## src/rtl/pc_rx_loader_pkg.sv

```systemverilog
// Shared types and constants for the UART-to-RAM word loader.
// The baud divider is common with the RAM-to-PC dumper.
package pc_rx_loader_pkg;

   typedef enum logic {IDLE, ARMED} state_t;
   typedef logic [1:0] byte_idx_t;

   localparam logic [31:0] DEFAULT_BASE_ADDR = 32'h10003F10;
   localparam int          DEFAULT_NWORDS    = 8;
   localparam int          BAUD_DIV          = 12432;
   // Two byte times of silence inside a word is treated as a lost byte.
   localparam int          DEFAULT_TIMEOUT   = 2 * BAUD_DIV;

   function automatic logic [31:0] word_addr(input logic [31:0] base, input logic [3:0] idx);
      return base + {26'd0, idx, 2'b00};
   endfunction

endpackage

```

## src/rtl/pc_rx_loader_if.sv

```systemverilog
// Receive-byte stream and RAM write port seen by the loader.
interface pc_rx_loader_if;

   logic        rxvalid;
   logic [7:0]  rxdata;
   logic        gnt;
   logic        req_o;
   logic        we;
   logic [31:0] w_addr;
   logic [31:0] w_data;

   modport master (
      input  rxvalid, rxdata, gnt,
      output req_o, we, w_addr, w_data
   );

   modport slave (
      output rxvalid, rxdata, gnt,
      input  req_o, we, w_addr, w_data
   );

endinterface

```

## src/rtl/pc_rx_loader_rx_word_assembler.sv

```systemverilog
// Packs received bytes into big-endian words and discards a partial
// word when the line stays idle too long between its bytes.
module pc_rx_loader_rx_word_assembler
   import pc_rx_loader_pkg::*;
#(
   parameter int TIMEOUT = DEFAULT_TIMEOUT
) (
   input  logic        clk,
   input  logic        rst,
   input  logic        armed,
   input  logic        rxvalid,
   input  logic [7:0]  rxdata,
   output logic        word_valid,
   output logic [31:0] word,
   output logic        timeout
);

   localparam int GW = $clog2(TIMEOUT + 1);

   logic [23:0]   shift_reg;
   byte_idx_t     idx_reg;
   logic [GW-1:0] gap_reg;

   // Combinational so the RAM request can rise one cycle after the 4th byte.
   assign word_valid = armed && rxvalid && (idx_reg == 2'd3);
   assign word       = {shift_reg, rxdata};
   // A byte arriving on the expiry cycle takes precedence over the timeout.
   assign timeout    = armed && !rxvalid && (idx_reg != 2'd0) && (gap_reg == GW'(TIMEOUT));

   always_ff @(posedge clk) begin
      if (!rst || !armed) begin
         shift_reg <= '0;
         idx_reg   <= '0;
         gap_reg   <= '0;
      end else if (rxvalid) begin
         shift_reg <= {shift_reg[15:0], rxdata};
         idx_reg   <= idx_reg + 2'd1;
         gap_reg   <= '0;
      end else if (timeout) begin
         idx_reg   <= '0;
         gap_reg   <= '0;
      end else if (idx_reg != 2'd0) begin
         gap_reg   <= gap_reg + 1'b1;
      end
   end

endmodule

```

## src/rtl/pc_rx_loader.sv

```systemverilog
// Loads NWORDS big-endian words received over the UART into data RAM
// starting at BASE_ADDR, one outstanding write at a time.
module pc_rx_loader
   import pc_rx_loader_pkg::*;
#(
   parameter logic [31:0] BASE_ADDR = DEFAULT_BASE_ADDR,
   parameter int          NWORDS    = DEFAULT_NWORDS,
   parameter int          TIMEOUT   = DEFAULT_TIMEOUT
) (
   input  logic              clk,
   input  logic              rst,
   input  logic              start,
   pc_rx_loader_if.master    bus,
   output logic              busy,
   output logic              done,
   output logic              err_timeout,
   output logic              err_ovf,
   output logic [3:0]        wcount
);

   state_t      state_reg;
   logic        pending_reg;
   logic        req_reg;
   logic [31:0] addr_reg;
   logic [31:0] data_reg;
   logic [3:0]  acc_reg;
   logic [3:0]  wcount_reg;
   logic        busy_reg;
   logic        done_reg;
   logic        err_timeout_reg;
   logic        err_ovf_reg;

   logic        word_valid;
   logic [31:0] word;
   logic        timeout;
   logic        grant;
   logic        want;
   logic        accept;
   logic        overflow;
   logic        last;

   pc_rx_loader_rx_word_assembler #(
      .TIMEOUT (TIMEOUT)
   ) u_asm (
      .clk        (clk),
      .rst        (rst),
      .armed      (state_reg == ARMED),
      .rxvalid    (bus.rxvalid),
      .rxdata     (bus.rxdata),
      .word_valid (word_valid),
      .word       (word),
      .timeout    (timeout)
   );

   assign grant    = req_reg && bus.gnt;
   // acc_reg counts words taken into the pending slot; extra words are silently ignored.
   assign want     = word_valid && (acc_reg < 4'(NWORDS));
   assign accept   = want && (!pending_reg || grant);
   assign overflow = want && pending_reg && !grant;
   assign last     = grant && (wcount_reg == 4'(NWORDS - 1));

   always_ff @(posedge clk) begin
      if (!rst) begin
         state_reg       <= IDLE;
         pending_reg     <= 1'b0;
         req_reg         <= 1'b0;
         addr_reg        <= '0;
         data_reg        <= '0;
         acc_reg         <= '0;
         wcount_reg      <= '0;
         busy_reg        <= 1'b0;
         done_reg        <= 1'b0;
         err_timeout_reg <= 1'b0;
         err_ovf_reg     <= 1'b0;
      end else begin
         done_reg <= 1'b0;
         if (state_reg == IDLE) begin
            if (start) begin
               state_reg       <= ARMED;
               busy_reg        <= 1'b1;
               err_timeout_reg <= 1'b0;
               err_ovf_reg     <= 1'b0;
               wcount_reg      <= '0;
               acc_reg         <= '0;
            end
         end else begin
            if (timeout)
               err_timeout_reg <= 1'b1;
            if (overflow)
               err_ovf_reg <= 1'b1;

            if (accept) begin
               pending_reg <= 1'b1;
               data_reg    <= word;
               addr_reg    <= word_addr(BASE_ADDR, acc_reg);
               acc_reg     <= acc_reg + 4'd1;
            end else if (grant) begin
               pending_reg <= 1'b0;
            end

            // A request always drops for one cycle after its grant, even if a
            // new word was taken on the grant cycle.
            if (grant) begin
               req_reg    <= 1'b0;
               wcount_reg <= wcount_reg + 4'd1;
            end else begin
               req_reg <= pending_reg || accept;
            end

            if (last) begin
               state_reg <= IDLE;
               busy_reg  <= 1'b0;
               done_reg  <= 1'b1;
            end
         end
      end
   end

   assign bus.req_o    = req_reg;
   assign bus.we       = req_reg;
   assign bus.w_addr   = addr_reg;
   assign bus.w_data   = data_reg;
   assign busy         = busy_reg;
   assign done         = done_reg;
   assign err_timeout  = err_timeout_reg;
   assign err_ovf      = err_ovf_reg;
   assign wcount       = wcount_reg;

endmodule

```

## src/flat_wrapper.sv

```systemverilog
// flat-port wrapper written by rule: the top's interface ports become plain ports
module pc_rx_loader_flat import pc_rx_loader_pkg::*;
#(
   parameter logic [31:0] BASE_ADDR = DEFAULT_BASE_ADDR,
   parameter int          NWORDS    = DEFAULT_NWORDS,
   parameter int          TIMEOUT   = DEFAULT_TIMEOUT
)
  (clk, rst, start, busy, done, err_timeout, err_ovf, wcount, bus_rxvalid, bus_rxdata, bus_gnt, bus_req_o, bus_we, bus_w_addr, bus_w_data);
  pc_rx_loader_if bus_i ();
  input  logic clk;
  input  logic rst;
  input  logic start;
  output logic busy;
  output logic done;
  output logic err_timeout;
  output logic err_ovf;
  output logic [3:0] wcount;
  input wire logic [$bits(bus_i.rxvalid)-1:0] bus_rxvalid;
  input wire logic [$bits(bus_i.rxdata)-1:0] bus_rxdata;
  input wire logic [$bits(bus_i.gnt)-1:0] bus_gnt;
  output wire logic [$bits(bus_i.req_o)-1:0] bus_req_o;
  output wire logic [$bits(bus_i.we)-1:0] bus_we;
  output wire logic [$bits(bus_i.w_addr)-1:0] bus_w_addr;
  output wire logic [$bits(bus_i.w_data)-1:0] bus_w_data;
  assign bus_i.rxvalid = bus_rxvalid;
  assign bus_i.rxdata = bus_rxdata;
  assign bus_i.gnt = bus_gnt;
  assign bus_req_o = bus_i.req_o;
  assign bus_we = bus_i.we;
  assign bus_w_addr = bus_i.w_addr;
  assign bus_w_data = bus_i.w_data;
  pc_rx_loader #(.BASE_ADDR(BASE_ADDR), .NWORDS(NWORDS), .TIMEOUT(TIMEOUT)) u_core (.clk(clk), .rst(rst), .start(start), .bus(bus_i), .busy(busy), .done(done), .err_timeout(err_timeout), .err_ovf(err_ovf), .wcount(wcount));
endmodule
```

## config.mk

```make
export PLATFORM = sky130hd
export DESIGN_NAME = pc_rx_loader_flat
export DESIGN_NICKNAME = d
export VERILOG_FILES = /design/src/rtl/pc_rx_loader_pkg.sv /design/src/rtl/pc_rx_loader_if.sv /design/src/rtl/pc_rx_loader_rx_word_assembler.sv /design/src/rtl/pc_rx_loader.sv /design/src/flat_wrapper.sv
export SDC_FILE = /design/constraint.sdc
export NUM_CORES = 1
export LEC_CHECK = 0
export ABC_AREA = 1
export BUFFER_PORTS_ARGS = -buffer_cell sky130_fd_sc_hd__buf_2
export CORE_UTILIZATION = 53
export CTS_CLUSTER_SIZE = 8
export DETAILED_ROUTE_END_ITERATION = 6
export MAX_ROUTING_LAYER = met4
export PLACE_DENSITY = 0.83
export RECOVER_POWER = 50
export SYNTH_ARGS = -nofsm -noshare
export SYNTH_HDL_FRONTEND = slang
export SYNTH_SLANG_ARGS = --single-unit
```

## constraint.sdc

```tcl
create_clock -name clk -period 1.94 [get_ports clk]
set_clock_uncertainty 0.15 [all_clocks]
set_input_delay 0.194 -clock clk [delete_from_list [all_inputs] [get_ports clk]]
set_output_delay 0.194 -clock clk [all_outputs]
set_load 0.03 [all_outputs]
```

==> flow_summary_export.csv <==
group,metric,value,unit
status,status,"finished clean",
clock_tree,path_clk_slew,0.09,ns
die,die_w,87.3,µm
critical_path,path_class,"register to register",
placed_design,io_buffers,66,
finish,nets,587,
critical_path,crit_chain,"inv_1, ha_1, nor2_1, nand3b_1, nor2_4, nand4_1, nand2_1, nor2_1",
timing,hold_violations,0,
die,die_area,7620,µm²
drt,wl_per_cell,11.6,µm
finish,drive_gt1_share,8.57,%
critical_path,ff2ff_setup_slack,0.21,ns
timing,rsz0062_at_grt,"no",
worst_hold_path,whs_path_depth,3,
drt,via_per_inst,4.98,
yosys,synth_top_area_share,48.8,%
timing,tns,0,ns
critical_path,crit_fanout,5,
critical_path,crit_path_end_kind,"register",
critical_path,required,2.04,ns
yosys,seq_area_frac_synth,48.8,%
clock_tree,cts_sinks,94,
critical_path,rr_startpoint,"u_core.u_asm.idx_reg[0]$_SDFFE_PP0P_",
grt,grt_overflow_total,0,
drt,drt-pass1-iter-count,4,
yosys,ys_types,33,
grt,grt_use_met1,27.1,%
critical_path,cpMostUsedCell,"nor2_1",
clock_tree,post_cts_buffers,0,
finish,area_delta_synth_final,12.6,%
finish,finalNonFillerCells,668,
placed_design,dp_hpwl,5330,µm
die,die_height,87.3,µm
yosys,yosys.area.top_type,"dfxtp_1",
grt,grt_use_total,22.4,%
drt,drc,0,
timing,final_max_slew_viol_count,0,
critical_path,cp_data_arrival_time,1.83,ns
die,coreArea,6910,µm²
grt,antenna_found_initial,0,
worst_hold_path,hold_start,"bus_rxvalid",
clock_tree,cts_tree,"yes",
clock_tree,insertion_delay,0.36,ns
critical_path,cp-start-kind,"register",
yosys,synth_ff_type,"dfxtp_1",
yosys,synth-seq-cells,94,
grt,use_met2,36.6,%
yosys,ys_top_cells_by_count,"101 x nor2_1, 94 x dfxtp_1, 89 x nand2_1, 47 x a21oi_1, 46 x o21ai_0",
pwr,cellLeakagePower,1.65,nW
yosys,netlist_area,3860,µm²
timing,fin_crit_sh,89.0,%
grt,busiest_layer,"met2",
critical_path,cp-startpoint,"u_core.u_asm.idx_reg[0]$_SDFFE_PP0P_",
drt,drt-total-wl,7760,µm
timing,fin_crit,1.73,ns
yosys,ys_top_cells_by_area,"dfxtp_1 49%, nor2_1 9.8%, nand2_1 8.7%",
critical_path,slowest_stage,"dfxtp_1",
die,rows,30,
yosys,synth_area_per_cell,7.68,µm²
worst_hold_path,hold_end,"u_core.u_asm.idx_reg[1]$_SDFFE_PP0P_",
pwr,irDropWorstVdd,0.000427,V
critical_path,r2r_cells,8,
critical_path,crit_buf_inv,1,
clock_tree,cts_inserted_buffers,9,
drt,antenna_left,0,
grt,grt_start_max_net_pins,41,
critical_path,max_stage_delay,0.38,ns
drt,drt_iter0_markers,268,
yosys,synth-warning-count,0,
clock_tree,clock-root-buffer,"clkbuf_8",
worst_hold_path,hold_class,"input port to register",
grt,use_met3,2.84,%
grt,grt_pass1_wl,13000,µm
job,cap_violations,0,
yosys,synth_edf_count,0,
critical_path,crit_family,"simple AND/OR/NAND/NOR gates",
yosys,postSynthCellCount,502,
timing,setup_viol_count_final,0,
timing,whs,0.0492,ns
timing,clock.fmax,0.579,GHz
placed_design,dp.cells,643,
clock_tree,htree_levels,3,
die,start_util,55.8,%
placed_design,globalplace.congestion,0.819,
pwr,p_per_area,787,nW/µm²
drt,via_count,3325,
finish,diodes,0,
yosys,synth-async-reset-ratio,0,%
die,ios,87,
grt,grt_pass1_vias,2990,
finish,largest_register_ffs,32,
critical_path,worstReg2RegEnd,"u_core.u_asm.gap_reg[13]$_SDFFE_PP0N_",
clock_tree,clockBufferDepth,2,
yosys,yosysMostFrequentCell,"nor2_1",
-- final cells by class --
| cell class | instances | area [µm²] |
|---|---|---|
| repair buffers | 81 | 407 |
| clock buffers | 10 | 128 |
| flip-flops and latches | 94 | 1880 |
| inverters | 28 | 110 |
| fillers | 663 | 2560 |
| clock inverters | 6 | 71.3 |
| well taps | 96 | 120 |
| multi-input cells | 353 | 1620 |
-- per-layer routing --
layer | share of wire [%] | wire length [µm] | up-vias
met5 | 0 | 0 | -
met3 | 5.0 | 385 | 8
met4 | 1.7 | 134 | 0
li1 | - | - | 1694
met2 | 48 | 3740 | 121
met1 | 45 | 3500 | 1502
-- worst max-delay path by stage --
stage	end	slack, ns	cells after the start
2_1_floorplan	u_core.busy$_SDFFE_PN0P_	0.30	5
4_1_cts	u_core.u_asm.gap_reg[14]$_SDFFE_PP0N_	0.17	10
3_3_place_gp	u_core.u_asm.gap_reg[14]$_SDFFE_PP0N_	0.28	10
6_report	u_core.u_asm.gap_reg[13]$_SDFFE_PP0N_	0.21	8
3_5_place_dp	u_core.u_asm.gap_reg[14]$_SDFFE_PP0N_	0.17	10
5_1_grt	u_core.u_asm.gap_reg[13]$_SDFFE_PP0N_	0.05	8
-- worst register-to-register path, delay by kind of cell, from the launching register on --
kind	cells	cell delay [ns]
flops	1	0.38
buf+inv	1	0.06
fa+ha+maj	1	0.25
simple gates	6	0.79
-- placed cells by master, fill, tap and decap left out --
| cell type | Yosys | layout |
|---|---|---|
| clkinv_4 | 0 | 2 |
| clkinv_1 | 1 | 1 |
| nand3_1 | 16 | 17 |
| nand2_4 | 1 | 2 |
| dlygate4sd3_1 | 0 | 9 |
| buf_4 | 29 | 6 |
| nor2_2 | 1 | 2 |
| nand4_1 | 2 | 2 |
| o21bai_1 | 1 | 1 |
| buf_2 | 5 | 19 |
| o211a_1 | 1 | 1 |
| conb_1 | 1 | 20 |
| inv_8 | 0 | 1 |
| a31o_2 | 1 | 1 |
| clkbuf_1 | 9 | 48 |
| nor2_1 | 101 | 100 |
| or2_0 | 1 | 1 |
| inv_2 | 1 | 1 |
| clkinv_2 | 0 | 1 |
| bufinv_16 | 0 | 1 |
| o21ai_0 | 46 | 46 |
| nor3_1 | 7 | 7 |
| o211ai_1 | 1 | 1 |
| xnor2_1 | 1 | 1 |
| or3_1 | 1 | 1 |
| dfxtp_1 | 94 | 94 |
| nor2_4 | 2 | 2 |
| clkbuf_8 | 0 | 9 |
| xor2_1 | 3 | 3 |
| a21oi_1 | 47 | 47 |
| clkinvlp_4 | 0 | 1 |
| nand3b_1 | 2 | 2 |
| inv_6 | 1 | 1 |
| inv_1 | 25 | 25 |
| ha_1 | 7 | 7 |
| nand2_1 | 89 | 89 |
-- metrics by stage --
stage	util (%)	total power, mW	setup WS [ns]	area, µm²
6_report	62.9	3.42	0.214	4340
5_1_grt	62.9	3.55	0.0488	4340
4_1_cts	63.7	3.44	0.171	4400
3_5_place_dp	59.5	2.16	0.169	4110
3_3_place_gp	59.5	2.16	0.276	4110
2_1_floorplan	-	2.15	0.297	3930
-- repair_timing --
action	in CTS	in global routing
endpoints found under the hold margin	17	0
endpoints found under the setup margin	0	2
gates resized for setup	0	2
hold buffers	9	0
-- report_power, final --
part | total [mW] | switching [mW] | leakage [nW] | internal [mW]
logic | 0.186 | 0.139 | 0.790 | 0.0471
registers | 1.95 | 0.00810 | 0.758 | 1.94
clock network | 1.28 | 0.677 | 0.0984 | 0.607
-- cells by family (layout without fill, tap and decap cells) --
logic type | after synthesis | count (layout) | synth area share [%]
AO/OA/AOI/OAI | 97 | 97 | 12.9
other | 1 | 20 | 0.0972
buffers and inverters | 74 | 125 | 11.0
AND/OR/NAND/NOR | 225 | 225 | 24.0
XOR/XNOR | 4 | 4 | 0.909
adder cells (fa/ha/maj) | 7 | 7 | 2.27
flip-flops | 94 | 94 | 48.8
Power figures use the tool's default switching activity.
